==> src/rtl/irq_front_pkg.sv <==
// Shared constants for the interrupt front end and the CPU hardware_interrupt width.
package irq_front_pkg;

    localparam int IRQ_LINES           = 8;
    localparam int IRQ_SYNC_STAGES     = 2;
    localparam int IRQ_DEBOUNCE_CYCLES = 1000000;
    localparam int IRQ_PULSE_CYCLES    = 1;

    // Width needed to hold values 0..max_val inclusive.
    function automatic int cnt_width(input int max_val);
        return (max_val < 1) ? 1 : $clog2(max_val + 1);
    endfunction

endpackage

==> src/rtl/irq_line.sv <==
// One interrupt line: synchroniser, debouncer, rising-edge detect and pulse stretcher.
module irq_line
    import irq_front_pkg::*;
#(
    parameter int SYNC_STAGES     = IRQ_SYNC_STAGES,
    parameter int DEBOUNCE_CYCLES = IRQ_DEBOUNCE_CYCLES,
    parameter int PULSE_CYCLES    = IRQ_PULSE_CYCLES
) (
    input  logic clk,
    input  logic clr_n,
    input  logic raw,
    input  logic trig,
    output logic level,
    output logic rise,
    output logic irq
);

    localparam int CW = cnt_width(DEBOUNCE_CYCLES);
    localparam int PW = cnt_width(PULSE_CYCLES);
    localparam logic [CW-1:0] CNT_LAST = CW'(DEBOUNCE_CYCLES - 1);
    localparam logic [PW-1:0] PC_LOAD  = PW'(PULSE_CYCLES);

    logic [SYNC_STAGES-1:0] sync_q;
    logic                   s;
    logic [CW-1:0]          cnt_q;
    logic [CW-1:0]          cnt_d;
    logic                   level_q;
    logic                   level_d;
    logic                   rise_q;
    logic [PW-1:0]          pc_q;
    logic [PW-1:0]          pc_d;
    logic                   irq_q;

    always_ff @(posedge clk or negedge clr_n) begin
        if (!clr_n) begin
            sync_q <= '0;
        end else begin
            sync_q <= {sync_q[SYNC_STAGES-2:0], raw};
        end
    end

    assign s = sync_q[SYNC_STAGES-1];

    // Any cycle where s agrees with the level restarts the stability count.
    always_comb begin
        cnt_d   = cnt_q;
        level_d = level_q;
        if (s == level_q) begin
            cnt_d = '0;
        end else if (cnt_q == CNT_LAST) begin
            level_d = s;
            cnt_d   = '0;
        end else begin
            cnt_d = cnt_q + CW'(1);
        end
    end

    // trig is the masked rise coming back from the top; a retrigger reloads.
    always_comb begin
        pc_d = pc_q;
        if (trig) begin
            pc_d = PC_LOAD;
        end else if (pc_q != '0) begin
            pc_d = pc_q - PW'(1);
        end
    end

    always_ff @(posedge clk or negedge clr_n) begin
        if (!clr_n) begin
            cnt_q   <= '0;
            level_q <= 1'b0;
            rise_q  <= 1'b0;
            pc_q    <= '0;
            irq_q   <= 1'b0;
        end else begin
            cnt_q   <= cnt_d;
            level_q <= level_d;
            rise_q  <= level_d & ~level_q;
            pc_q    <= pc_d;
            irq_q   <= (pc_d != '0);
        end
    end

    assign level = level_q;
    assign rise  = rise_q;
    assign irq   = irq_q;

endmodule

==> src/rtl/irq_front.sv <==
// Interrupt front end: N independent debounced lines feeding CPU hardware_interrupt,
// with a per-line pulse mask and sticky seen flags for debug LEDs.
module irq_front
    import irq_front_pkg::*;
#(
    parameter int N_LINES         = IRQ_LINES,
    parameter int SYNC_STAGES     = IRQ_SYNC_STAGES,
    parameter int DEBOUNCE_CYCLES = IRQ_DEBOUNCE_CYCLES,
    parameter int PULSE_CYCLES    = IRQ_PULSE_CYCLES
) (
    input  logic               clk,
    input  logic               clr_n,
    input  logic [N_LINES-1:0] raw_in,
    input  logic [N_LINES-1:0] irq_en,
    input  logic               seen_clr,
    output logic [N_LINES-1:0] irq_out,
    output logic [N_LINES-1:0] level_out,
    output logic [N_LINES-1:0] irq_seen
);

    if (DEBOUNCE_CYCLES < 1 || PULSE_CYCLES < 1 || SYNC_STAGES < 2) begin : g_param_check
        $error("irq_front: need DEBOUNCE_CYCLES>=1, PULSE_CYCLES>=1, SYNC_STAGES>=2");
    end

    logic [N_LINES-1:0] rise;
    logic [N_LINES-1:0] fire;
    logic [N_LINES-1:0] seen_q;

    // A masked rise is dropped outright; the debouncer and seen flags ignore the mask.
    assign fire = rise & irq_en;

    for (genvar i = 0; i < N_LINES; i++) begin : g_line
        irq_line #(
            .SYNC_STAGES     (SYNC_STAGES),
            .DEBOUNCE_CYCLES (DEBOUNCE_CYCLES),
            .PULSE_CYCLES    (PULSE_CYCLES)
        ) u_line (
            .clk   (clk),
            .clr_n (clr_n),
            .raw   (raw_in[i]),
            .trig  (fire[i]),
            .level (level_out[i]),
            .rise  (rise[i]),
            .irq   (irq_out[i])
        );
    end

    // Set beats clear when a rise lands in the same cycle as seen_clr.
    always_ff @(posedge clk or negedge clr_n) begin
        if (!clr_n) begin
            seen_q <= '0;
        end else if (seen_clr) begin
            seen_q <= rise;
        end else begin
            seen_q <= seen_q | rise;
        end
    end

    assign irq_seen = seen_q;

endmodule
==> config.mk <==
export PLATFORM = sky130hd
export DESIGN_NAME = irq_front
export DESIGN_NICKNAME = d
export VERILOG_FILES = /design/src/rtl/irq_front_pkg.sv /design/src/rtl/irq_line.sv /design/src/rtl/irq_front.sv
export SDC_FILE = /design/constraint.sdc
export NUM_CORES = 1
export LEC_CHECK = 0
export ABC_AREA = 1
export BUFFER_PORTS_ARGS = -buffer_cell sky130_fd_sc_hd__buf_2
export CAP_MARGIN = 20
export CORE_MARGIN = 4
export CORE_UTILIZATION = 31
export CTS_BUF_LIST = sky130_fd_sc_hd__clkbuf_16
export CTS_CLUSTER_DIAMETER = 60
export DETAILED_ROUTE_END_ITERATION = 7
export PLACE_DENSITY = 0.55
export SLEW_MARGIN = 20
export SYNTH_ARGS = -nofsm -noshare
export SYNTH_HDL_FRONTEND = slang
export SYNTH_SLANG_ARGS = --single-unit
==> constraint.sdc <==
create_clock -name clk -period 1.35 [get_ports clk]
set_input_delay 0.3375 -clock clk [delete_from_list [all_inputs] [get_ports clk]]
set_output_delay 0.3375 -clock clk [all_outputs]
set_load 0.02 [all_outputs]
==> flow_summary_export.csv, run 1 <==
group,metric,value,unit
timing,period_needed,1440,ps
yosys,synth_nets,1412,
global_route,grt-ovfl-total,0,
setup_path,crit_start,"g_line[2].u_line.pc_q$_DFF_PN0_",
global_route,antenna_found_initial,0,
yosys,ys_warn_count,0,
setup_path,cp-end-kind,"primary output",
yosys,synth_flop_cell,"dfrtp_1",
global_route,gr-usage-met2,22.1,%
global_route,grt_pass1_wl,44.1,mm
hold_path,holdCritStartpoint,"irq_en[4]",
yosys,yosys.area.top_type_share,48.0,%
timing,clock_skew,8.65,ps
clocking,clockRootBuffer,"clkbuf_16",
clocking,h-tree-depth,1,
status,status,"finished, violations left",
clocking,clk_path_buf_depth,3,
yosys,synth.most_common_cell,"nor2_1",
finish,drive_gt1_share,34.4,%
die,num_rows,68,
clocking,cts.sinks,208,
global_route,grt_util_met1,18.4,%
pwr,p_sw,3.24,mW
finish,regArea,5250,sq um
setup_path,critical_path.top_delay_family,"flip-flops",
die,core_area,34500,sq um
die,num_io_pins,43,
global_route,grt_pass1_vias,9341,
finish,diodes,0,
global_route,grt_use_total,13.4,%
timing,fin_crit_sh,107,%
drt,routed_wl,26.6,mm
global_route,gr-usage-met3,2.29,%
yosys,avgSynthCellArea,7.83,sq um
drt,first_iter_violations,413,
yosys,synth_commonest_cells,"nor2_1 (377), nand2_1 (259), dfrtp_1 (208)",
setup_path,crit_buf_inv,1,
pwr,clkPwrFrac,51.5,%
setup_path,critical_path.max_stage_delay,420,ps
placement,hpwl,18.4,mm
status,failed_checks,"negative setup slack",
setup_path,required,1010,ps
yosys,netlist_area,10800,sq um
setup_path,critPathMaxFanout,1,
drt,wire_per_inst,12.7,um
clocking,cts_tree,"yes",
pwr,comb_power_share,4.4,%
placement,gp_congestion,0.898,
yosys,async_flop_share,100,%
yosys,ys_ff_latch,208,
pwr,swShare,22.4,%
setup_path,crit_chain,"buf_6",
timing,fin_ws,-94.8,ps
job,max-cap-violations,0,
clocking,path_clk_slew,60,ps
timing,finalMaxSlewViolations,0,
finish,multi_input_area,6030,sq um
pwr,power_frac_seq,44.1,%
pwr,leakage,6.47,nW
setup_path,critical_path_class,"flop to primary output",
yosys,synthTopCellsByArea,"dfrtp_1 (48%), nor2_1 (13%), nand2_1 (9.0%)",
setup_path,critPathSlowestCell,"dfrtp_1",
clocking,clock_latency,530,ps
timing,max_freq,0.692,GHz
timing,tightestPinTransition,337,ps
pwr,p_per_area,948,nW/um^2
yosys,syn_inst,1385,
global_route,grt.busiest_layer,"met2",
global_route,grt_max_degree,42,
finish,stdcell_count,2100,
die,die_x,195,um
drt,antenna_left,0,
yosys,synth_edf_count,0,
drt,route.detailed.drc,0,
yosys,ys_types,32,
placement,io_buffers,42,
die,start_util,31.4,%
timing,setup_violations,35,
finish,nets,1650,
yosys,ys_seq_area_share,48.0,%
timing,max_slew_margin,77.5,%
die,dieHeight,195,um
placement,place_inst,1979,
timing,fin_setup_tns,-1290,ps
pwr,p_int,11.3,mW
drt,vias_per_cell,4.53,
clocking,cts_inserted_buffers,28,
setup_path,cp_data_arrival_time,1110,ps
timing,finalHoldViolations,0,
drt,drtPass1Iterations,6,
setup_path,start_kind,"flop",
yosys,yosys.area.top_type,"dfrtp_1",
pwr,ir_drop,0.998,mV
timing,rsz0062_at_grt,"yes",
die,die-area,38000,sq um
hold_path,hold_path.class,"input pin to flop",
setup_path,r2r_start,"g_line[4].u_line.cnt_q[1]$_DFF_PN0_",
finish,syn_to_final_growth,41.0,%
finish,fill_cells,3468,
drt,vias,9519,
==> path summary, 6_finish.rpt <==
check / end / slack (ps) / depth (start not counted)
setup reg to reg: g_line[4].u_line.cnt_q[16]$_DFF_PN0_ / -50 / 9
hold / removal: g_line[4].u_line.pc_q$_DFF_PN0_ / 50 / 3
min in group asynchronous: g_line[2].u_line.pc_q$_DFF_PN0_ / 280 / 2
hold reg to reg: g_line[5].u_line.sync_q[1]$_DFF_PN0_ / 350 / 0
max in group asynchronous: g_line[7].u_line.cnt_q[2]$_DFF_PN0_ / 510 / 3
setup / recovery: irq_out[2] / -90 / 1
==> layer usage <==
metal | wire (um) | vias to the layer above
met5 | 0 | -
met4 | 521 | 0
met3 | 1050 | 40
met2 | 12900 | 132
met1 | 12200 | 4526
li1 | - | 4821
==> flip-flops by register name, summed over array words and instances, names as in the netlist <==
signal	cells
g_line.u_line.cnt_q	160
g_line.u_line.level	8
g_line.u_line.pc_q	8
g_line.u_line.rise	8
g_line.u_line.sync_q	16
irq_seen	8
==> metrics by stage <==
stage | utilization (%) | hold slack [ps] | total power, mW | cell area, sq um | setup WS, ps
after floorplan | - | 41.9 | 6.68 | 10800 | 19.0
after global placement | 36.1 | 249 | 7.02 | 12500 | -58.2
after detailed placement | 36.1 | 252 | 7.02 | 12500 | -103
after CTS | 40.7 | 44.9 | 14.8 | 14000 | -136
after global routing | 44.3 | 74.3 | 15.2 | 15300 | -145
final | 44.3 | 53.2 | 14.5 | 15300 | -94.8
==> layout by cell type, fill, tap and decap left out, types with 7 or more instances in the layout <==
| cell type | n |
|---|---|
| nor2_1 | 299 |
| nand2_1 | 219 |
| dfrtp_1 | 173 |
| buf_4 | 149 |
| inv_1 | 109 |
| nand3_1 | 89 |
| nor2_2 | 69 |
| xor2_1 | 54 |
| buf_6 | 43 |
| nand3_2 | 42 |
| nor2_4 | 38 |
| nand2_2 | 37 |
| dfrtp_2 | 35 |
| clkbuf_16 | 29 |
| xnor2_1 | 27 |
| nand4_1 | 22 |
| inv_2 | 19 |
| buf_2 | 17 |
| dlygate4sd3_1 | 16 |
| nand3_4 | 13 |
| nand2_4 | 13 |
| a21oi_1 | 13 |
| nor3_1 | 13 |
| o21bai_1 | 13 |
| nor3_2 | 11 |
| and2_1 | 7 |
==> cell families (layout without fill, tap and decap cells) <==
logic type / after synthesis / count (layout) / share of synthesized area (%)
buffers and inverters: 152 / 412 / 5.90
DFF: 208 / 208 / 48.0
and+or+nand+nor: 887 / 887 / 35.6
adders and majority gates: 8 / 8 / 0.923
xor gates and xnor gates: 90 / 90 / 7.41
AOI/OAI and AO/OA: 40 / 40 / 2.18
==> final cells by class <==
| cell class | count | area share [%] |
|---|---|---|
| multi-input cells | 1025 | 39.5 |
| flip-flops and latches | 208 | 34.3 |
| repair buffers | 232 | 13.0 |
| clock buffers | 29 | 4.75 |
| well taps | 455 | 3.72 |
| inverters | 128 | 3.27 |
| clock inverters | 23 | 1.48 |
==> power groups by stage <==
stage               Clock [mW]  Combinational [mW]  Sequential, mW
floorplan                    0               0.202            6.48
detailed placement           0               0.535            6.49
finish                    7.46               0.636            6.40
CTS                       7.76               0.603            6.39
global placement             0               0.534            6.48
global route              8.04               0.727            6.40
==> repair_timing <==
action,in CTS,in global routing
endpoints found under the setup margin,94,168
setup buffers,14,39
hold endpoints to repair,48,0
pin swaps,19,93
hold buffers,16,0
gates resized for setup,102,276
Power figures use the tool's default switching activity.
==> run 2: changes to the inputs <==
--- a/config.mk
+++ b/config.mk
@@ -14,6 +14,7 @@
 export CTS_CLUSTER_DIAMETER = 60
 export DETAILED_ROUTE_END_ITERATION = 7
 export PLACE_DENSITY = 0.55
+export RECOVER_POWER = 50
 export SLEW_MARGIN = 20
 export SYNTH_ARGS = -nofsm -noshare
 export SYNTH_HDL_FRONTEND = slang
==> flow_summary_export.csv, run 2 (synthesis gave the netlist of run 1 again) <==
group,metric,value,unit
pwr,ir_drop,0.998,mV
drt,met3_length,1.07,mm
job,max-cap-violations,0,
pwr,p_sw,3.24,mW
global_route,grt_use_total,13.4,%
global_route,grt_max_degree,42,
finish,syn_to_final_growth,40.9,%
global_route,antenna_found_initial,0,
status,status,"finished, violations left",
drt,antenna_left,0,
finish,largest_register,"g_line.u_line.cnt_q",
timing,rsz0062_at_grt,"yes",
setup_path,critPathSlowestCell,"dfrtp_1",
die,die_x,195,um
setup_path,critical_path.max_stage_delay,420,ps
setup_path,crit_buf_inv,1,
pwr,p_per_area,949,nW/um^2
status,failed_checks,"negative setup slack",
hold_path,hold_path.class,"input pin to flop",
pwr,p_int,11.2,mW
timing,fin_setup_tns,-1300,ps
timing,max_freq,0.692,GHz
global_route,grt_pass1_vias,9341,
setup_path,cp-end-kind,"primary output",
clocking,clock_latency,530,ps
die,num_rows,68,
placement,gp_congestion,0.898,
pwr,power_frac_seq,44.1,%
die,start_util,31.4,%
setup_path,start_kind,"flop",
drt,vias_per_cell,4.54,
finish,utilization,44.2,%
global_route,grt-ovfl-total,0,
pwr,swShare,22.4,%
clocking,h-tree-depth,1,
placement,io_buffers,42,
setup_path,critical_path.top_delay_family,"flip-flops",
drt,drtPass1Iterations,6,
drt,route.detailed.drc,0,
setup_path,reg2reg_to,"g_line[4].u_line.cnt_q[16]$_DFF_PN0_",
die,dieHeight,195,um
timing,finalMaxSlewViolations,0,
finish,top_regs,"g_line.u_line.cnt_q (160), g_line.u_line.sync_q (16)",
finish,final_common_cell,"nor2_1",
die,die-area,38000,sq um
setup_path,rr_worst_depth,9,
drt,wl_met1,12.2,mm
setup_path,cp_data_arrival_time,1110,ps
clocking,clk_path_buf_depth,3,
finish,diodes,0,
setup_path,crit_chain,"buf_6",
finish,stdcell_count,2100,
timing,fin_crit_sh,107,%
timing,max_slew_margin,33.3,%
hold_path,whs_endpoint,"g_line[4].u_line.pc_q$_DFF_PN0_",
clocking,cts_inserted_buffers,28,
finish,finalInstanceArea,15300,sq um
drt,top_layer_used,"met4",
drt,vias,9529,
clocking,cts.sinks,208,
clocking,cts_tree,"yes",
pwr,comb_power_share,4.4,%
setup_path,r2r_slack,-50,ps
drt,first_iter_violations,410,
pwr,leakage,6.47,nW
timing,setup_violations,35,
finish,drive_gt1_share,34.4,%
drt,wire_per_inst,12.7,um
setup_path,required,1010,ps
timing,tightestPinTransition,1000,ps
pwr,power,14.5,mW
placement,hpwl,18.4,mm
clocking,clockRootBuffer,"clkbuf_16",
drt,routed_wl,26.6,mm
timing,clock_skew,8.63,ps
hold_path,holdCritStartpoint,"irq_en[4]",
clocking,path_clk_slew,60,ps
setup_path,critical_path_class,"flop to primary output",
global_route,grt_pass1_wl,44.1,mm
finish,largest_reg_flops,160,
placement,placed_area,12500,sq um
finish,mostFrequentLayoutCells,"nor2_1 (299), nand2_1 (219), dfrtp_1 (173)",
die,num_io_pins,43,
timing,period_needed,1440,ps
die,core_area,34500,sq um
setup_path,r2r_start,"g_line[4].u_line.cnt_q[1]$_DFF_PN0_",
setup_path,critPathMaxFanout,1,
timing,finalHoldViolations,0,
pwr,clkPwrFrac,51.5,%
hold_path,hold_depth,3,
timing,fin_ws,-94.7,ps
drt,dr_wl_met2,12.9,mm
placement,place_inst,1979,
finish,fill_cells,3469,
finish,nets,1650,
run 2: cell types whose count changed in the layout (fill, tap and decap cells not counted):
cell,previous run,this run
buf_8,1,0
clkbuf_4,0,2
clkbuf_2,0,1
buf_4,149,147
run 2: worst max path at each step:
stage | start | slack [ps] | cells after the start | endpoint
floorplan | g_line[4].u_line.cnt_q[0]$_DFF_PN0_ | 20 | 7 | g_line[4].u_line.cnt_q[16]$_DFF_PN0_
finish | g_line[2].u_line.pc_q$_DFF_PN0_ | -90 | 1 | irq_out[2]
detailed placement | g_line[4].u_line.cnt_q[0]$_DFF_PN0_ | -100 | 9 | g_line[4].u_line.cnt_q[1]$_DFF_PN0_
CTS | g_line[4].u_line.level$_DFF_PN0_ | -140 | 1 | level_out[4]
global route | g_line[2].u_line.pc_q$_DFF_PN0_ | -140 | 1 | irq_out[2]
global placement | g_line[4].u_line.cnt_q[0]$_DFF_PN0_ | -60 | 9 | g_line[4].u_line.cnt_q[6]$_DFF_PN0_
run 2: cell type report:
class / instances / area (sq um) / share of cell area, %
Sequential cell: 208 / 5250 / 34.4
Timing Repair Buffer: 232 / 1970 / 12.9
Tap cell: 455 / 569 / 3.73
Inverter: 128 / 500 / 3.28
Clock inverter: 23 / 226 / 1.48
Clock buffer: 29 / 726 / 4.75
Multi-Input combinational cell: 1025 / 6030 / 39.5
run 2: per-stage QoR:
stage | hold WS, ps | setup WS (ps)
finish | 53.4 | -94.7
global route | 74.3 | -145
CTS | 44.9 | -136
detailed placement | 252 | -103
global placement | 249 | -58.2
floorplan | 41.9 | 19.0
run 2: power groups by stage:
stage | clock network (mW) | logic (mW) | registers, mW
CTS | 7.76 | 0.603 | 6.39
global placement | 0 | 0.534 | 6.48
floorplan | 0 | 0.202 | 6.48
finish | 7.46 | 0.633 | 6.40
global route | 8.04 | 0.724 | 6.40
detailed placement | 0 | 0.535 | 6.49
run 2: what timing repair did:
action,CTS,global route
setup buffers,14,39
setup endpoints to repair,94,168
hold buffers,16,0
pin swaps,19,93
endpoints found under the hold margin,48,0
resized for setup,102,276
run 2: worst min-delay path: cells and delay by family:
kind                   cells  cell delay (ps)
buffers and inverters      2              150
and+or+nand+nor            1               50
run 2: metal layers:
metal	GRT usage (%)	vias up
met2	22.1	137
met1	18.4	4531
li1	-	4819
met3	2.29	42
met5	0	-
met4	3.41	0
==> run 3: changes to the inputs <==
--- a/config.mk
+++ b/config.mk
@@ -9,11 +9,11 @@
 export BUFFER_PORTS_ARGS = -buffer_cell sky130_fd_sc_hd__buf_2
 export CAP_MARGIN = 20
 export CORE_MARGIN = 4
-export CORE_UTILIZATION = 31
+export CORE_UTILIZATION = 56
 export CTS_BUF_LIST = sky130_fd_sc_hd__clkbuf_16
 export CTS_CLUSTER_DIAMETER = 60
 export DETAILED_ROUTE_END_ITERATION = 7
-export PLACE_DENSITY = 0.55
+export PLACE_DENSITY = 0.84
 export RECOVER_POWER = 50
 export SLEW_MARGIN = 20
 export SYNTH_ARGS = -nofsm -noshare
==> constraint.sdc (replaced) <==
create_clock -name clk -period 1.2 [get_ports clk]
set_input_delay 0.3 -clock clk [delete_from_list [all_inputs] [get_ports clk]]
set_output_delay 0.3 -clock clk [all_outputs]
set_load 0.02 [all_outputs]
==> flow_summary_export.csv, run 3 <==
group,metric,value,unit
yosys,synth_nets,1412,
clocking,h-tree-depth,1,
yosys,ys_warn_count,0,
global_route,grt_use_total,71.1,%
yosys,synthTopCellsByArea,"dfrtp_1 (48%), nor2_1 (13%), nand2_1 (9.0%)",
timing,grt_repair_worst_endpoint,"g_line[4].u_line.cnt_q[18]$_DFF_PN0_/D",
yosys,yosys.area.top_type_share,48.0,%
timing,worst-endpoint-pin-kind,"sequential cell input",
yosys,ys_types,32,
yosys,ys_ff_latch,208,
placement,io_buffers,42,
die,start_util,57.4,%
yosys,netlist_area,10800,sq um
yosys,syn_inst,1385,
clocking,clockRootBuffer,"clkbuf_16",
yosys,async_flop_share,100,%
placement,hpwl,19.0,mm
placement,pre_cts_ws,-239,ps
yosys,ys_seq_area_share,48.0,%
yosys,synth.most_common_cell,"nor2_1",
clocking,cts_inserted_buffers,23,
yosys,synth_commonest_cells,"nor2_1 (377), nand2_1 (259), dfrtp_1 (208)",
yosys,yosys.area.top_type,"dfrtp_1",
global_route,grt-ovfl-total,56,
yosys,avgSynthCellArea,7.83,sq um
die,num_io_pins,43,
die,die_x,147,um
die,dieHeight,147,um
status,error_line,"[ERROR GRT-0232] Routing congestion too high. Check the congestion heatmap in the GUI.",
yosys,synth_edf_count,0,
die,num_rows,50,
placement,gp_congestion,0.942,
status,failing_step,"5_1_grt",
clocking,cts.sinks,208,
yosys,synth_flop_cell,"dfrtp_1",
global_route,grt_max_degree,33,
clocking,clk_path_buf_depth,3,
status,status,"stopped before the end",
==> run 3: cell counts after synthesis <==
No cell type changed its count.
==> run 3: logic make-up after synthesis <==
family,synth area share [%]
and+or+nand+nor,35.6
DFF,48.0
buffers and inverters,5.90
xor gates and xnor gates,7.41
AOI/OAI and AO/OA,2.18
adders and majority gates,0.923
==> run 3: what timing repair did <==
action	in CTS
pin swaps	170
buffers inserted	83
endpoints found under the setup margin	184
endpoints found under the hold margin	223
hold buffers	16
gates resized for setup	382
gates cloned	4
==> run 3: per-layer routing <==
metal | overflow | track usage, %
met5 | 0 | 18.0
met3 | 0 | 56.7
met4 | 37 | 75.0
met2 | 19 | 89.1
met1 | 0 | 67.8
==> run 3: through the flow <==
stage          utilization, %  cell area (sq um)  instances  setup TNS, ps
2_1_floorplan               -              11100       1385           -846
3_3_place_gp             69.1              13100       1863          -7650
3_5_place_dp             69.1              13100       1863         -14480
4_1_cts                  85.0              16100       2004         -17380
==> run 4: changes to the inputs <==
--- a/config.mk
+++ b/config.mk
@@ -9,11 +9,9 @@
 export BUFFER_PORTS_ARGS = -buffer_cell sky130_fd_sc_hd__buf_2
 export CAP_MARGIN = 20
 export CORE_MARGIN = 4
-export CORE_UTILIZATION = 56
-export CTS_BUF_LIST = sky130_fd_sc_hd__clkbuf_16
-export CTS_CLUSTER_DIAMETER = 60
+export CORE_UTILIZATION = 40
 export DETAILED_ROUTE_END_ITERATION = 7
-export PLACE_DENSITY = 0.84
+export PLACE_DENSITY_LB_ADDON = 0.15
 export RECOVER_POWER = 50
 export SLEW_MARGIN = 20
 export SYNTH_ARGS = -nofsm -noshare
==> constraint.sdc (replaced) <==
create_clock -name clk -period 1.6 [get_ports clk]
set_input_delay 0.4 -clock clk [delete_from_list [all_inputs] [get_ports clk]]
set_output_delay 0.4 -clock clk [all_outputs]
set_load 0.02 [all_outputs]
==> flow_summary_export.csv, run 4 (synthesis gave the netlist of run 1 again) <==
group,metric,value,unit
global_route,grt.busiest_layer,"met2",
placement,hpwl,17.2,mm
timing,finalHoldViolations,0,
status,status,"completed",
drt,vias,8595,
clocking,cts_inserted_buffers,25,
setup_path,critical_path_class,"flop to primary output",
pwr,clkPwrFrac,49.8,%
finish,largest_reg_flops,160,
global_route,grt_pass1_vias,8456,
timing,max_freq,0.648,GHz
setup_path,crit_start,"g_line[0].u_line.level$_DFF_PN0_",
finish,top_regs,"g_line.u_line.cnt_q (160), g_line.u_line.sync_q (16)",
die,die-area,29800,sq um
setup_path,critPathMaxFanout,4,
timing,rsz0062_at_grt,"no",
timing,fin_ws,57.4,ps
timing,setup_violations,0,
pwr,power,11.5,mW
setup_path,worstSetupEndpoint,"level_out[0]",
setup_path,required,1200,ps
timing,fin_crit_sh,96.4,%
setup_path,rr_worst_depth,8,
setup_path,cp-end-kind,"primary output",
timing,clock_skew,7.63,ps
pwr,p_sw,2.48,mW
hold_path,holdCritStartpoint,"irq_en[1]",
drt,wire_per_inst,12.7,um
timing,holdWs,64.9,ps
placement,gp_congestion,0.922,
global_route,grt_max_degree,45,
timing,max_slew_margin,59.1,%
finish,multi_input_area,5030,sq um
clocking,h-tree-depth,1,
drt,antenna_left,0,
drt,route.detailed.drc,0,
setup_path,start_kind,"flop",
drt,routed_wl,23.0,mm
pwr,swShare,21.6,%
finish,finalInstanceArea,12400,sq um
setup_path,reg2reg_to,"g_line[4].u_line.cnt_q[6]$_DFF_PN0_",
setup_path,cp_data_arrival_time,1140,ps
finish,diodes,0,
finish,final_common_cell,"nor2_1",
pwr,ir_drop,0.677,mV
clocking,clockRootBuffer,"clkbuf_16",
clocking,cts_tree,"yes",
drt,vias_per_cell,4.74,
setup_path,r2r_start,"g_line[4].u_line.cnt_q[0]$_DFF_PN0_",
job,max-cap-violations,0,
finish,mostFrequentLayoutCells,"nor2_1 (376), nand2_1 (258), dfrtp_1 (208)",
finish,largest_register,"g_line.u_line.cnt_q",
finish,regArea,5200,sq um
clocking,clk_path_buf_depth,3,
setup_path,critPathSlowestCell,"dfrtp_1",
setup_path,crit_chain,"buf_2",
finish,syn_to_final_growth,14.8,%
clocking,path_clk_slew,60,ps
global_route,grt_pass1_wl,40.5,mm
pwr,comb_power_share,3.3,%
setup_path,crit_buf_inv,1,
die,num_io_pins,43,
global_route,grt_util_met1,22.4,%
setup_path,critical_path.top_delay_family,"flip-flops",
pwr,power_frac_seq,46.9,%
drt,first_iter_violations,441,
pwr,leakage,5.41,nW
die,start_util,41.1,%
finish,stdcell_count,1813,
timing,period_needed,1540,ps
setup_path,r2r_slack,110,ps
finish,nets,1489,
global_route,gr-usage-met2,25.4,%
hold_path,hold_path.class,"input pin to flop",
finish,utilization,47.2,%
setup_path,cp.depth,1,
global_route,gr-usage-met3,2.29,%
setup_path,critical_path.max_stage_delay,430,ps
global_route,grt-ovfl-total,0,
timing,tightestPinTransition,613,ps
pwr,p_per_area,922,nW/um^2
finish,drive_gt1_share,12.0,%
placement,pre_cts_ws,41.9,ps
global_route,grt_use_total,15.7,%
die,core_area,26400,sq um
global_route,antenna_found_initial,0,
timing,fin_setup_tns,0,ps
drt,drtPass1Iterations,5,
die,num_rows,59,
placement,place_inst,1760,
clocking,cts.sinks,208,
clocking,clock_latency,520,ps
finish,fill_cells,2631,
die,die_x,173,um
pwr,p_int,8.99,mW
timing,finalMaxSlewViolations,0,
die,dieHeight,173,um
placement,io_buffers,42,
placement,placed_area,11600,sq um
-- run 4: worst min-delay path by stage --
| stage | cells past startpoint | endpoint | slack [ps] |
|---|---|---|---|
| 3_5_place_dp | 0 | g_line[0].u_line.sync_q[1]$_DFF_PN0_ | 330 |
| 5_1_grt | 3 | g_line[7].u_line.pc_q$_DFF_PN0_ | 40 |
| 3_3_place_gp | 0 | g_line[2].u_line.sync_q[1]$_DFF_PN0_ | 330 |
| 6_report | 3 | g_line[1].u_line.pc_q$_DFF_PN0_ | 60 |
| 4_1_cts | 3 | g_line[7].u_line.pc_q$_DFF_PN0_ | 40 |
| 2_1_floorplan | 0 | g_line[0].u_line.cnt_q[0]$_DFF_PN0_ | 100 |
-- run 4: cell type report --
cell class	instances	share of cell area, %
tap	335	3.37
sequential	208	41.8
timing repair buffer	74	3.83
clock inverter	15	1.48
multi-input combinational	1025	40.4
inverter	128	3.86
clock buffer	28	5.20
-- run 4: routing by layer --
| layer | wire (um) | up-vias |
|---|---|---|
| met5 | 0 | - |
| met2 | 10300 | 111 |
| met4 | 508 | 0 |
| li1 | - | 4506 |
| met3 | 794 | 38 |
| met1 | 11400 | 3940 |
-- run 4: timing repair --
| action | 4_1_cts | 5_1_grt |
|---|---|---|
| hold buffers | 9 | 0 |
| resized for setup | 0 | 9 |
| hold endpoints to repair | 44 | 0 |
| setup buffers | 0 | 1 |
| endpoints found under the setup margin | 0 | 26 |
-- run 4: power groups by stage --
stage / Clock, mW / Sequential [mW] / Combinational, mW
CTS: 5.91 / 5.38 / 0.422
global placement: 0 / 5.47 / 0.400
global route: 6.15 / 5.39 / 0.448
detailed placement: 0 / 5.48 / 0.403
floorplan: 0 / 5.47 / 0.170
finish: 5.72 / 5.38 / 0.376
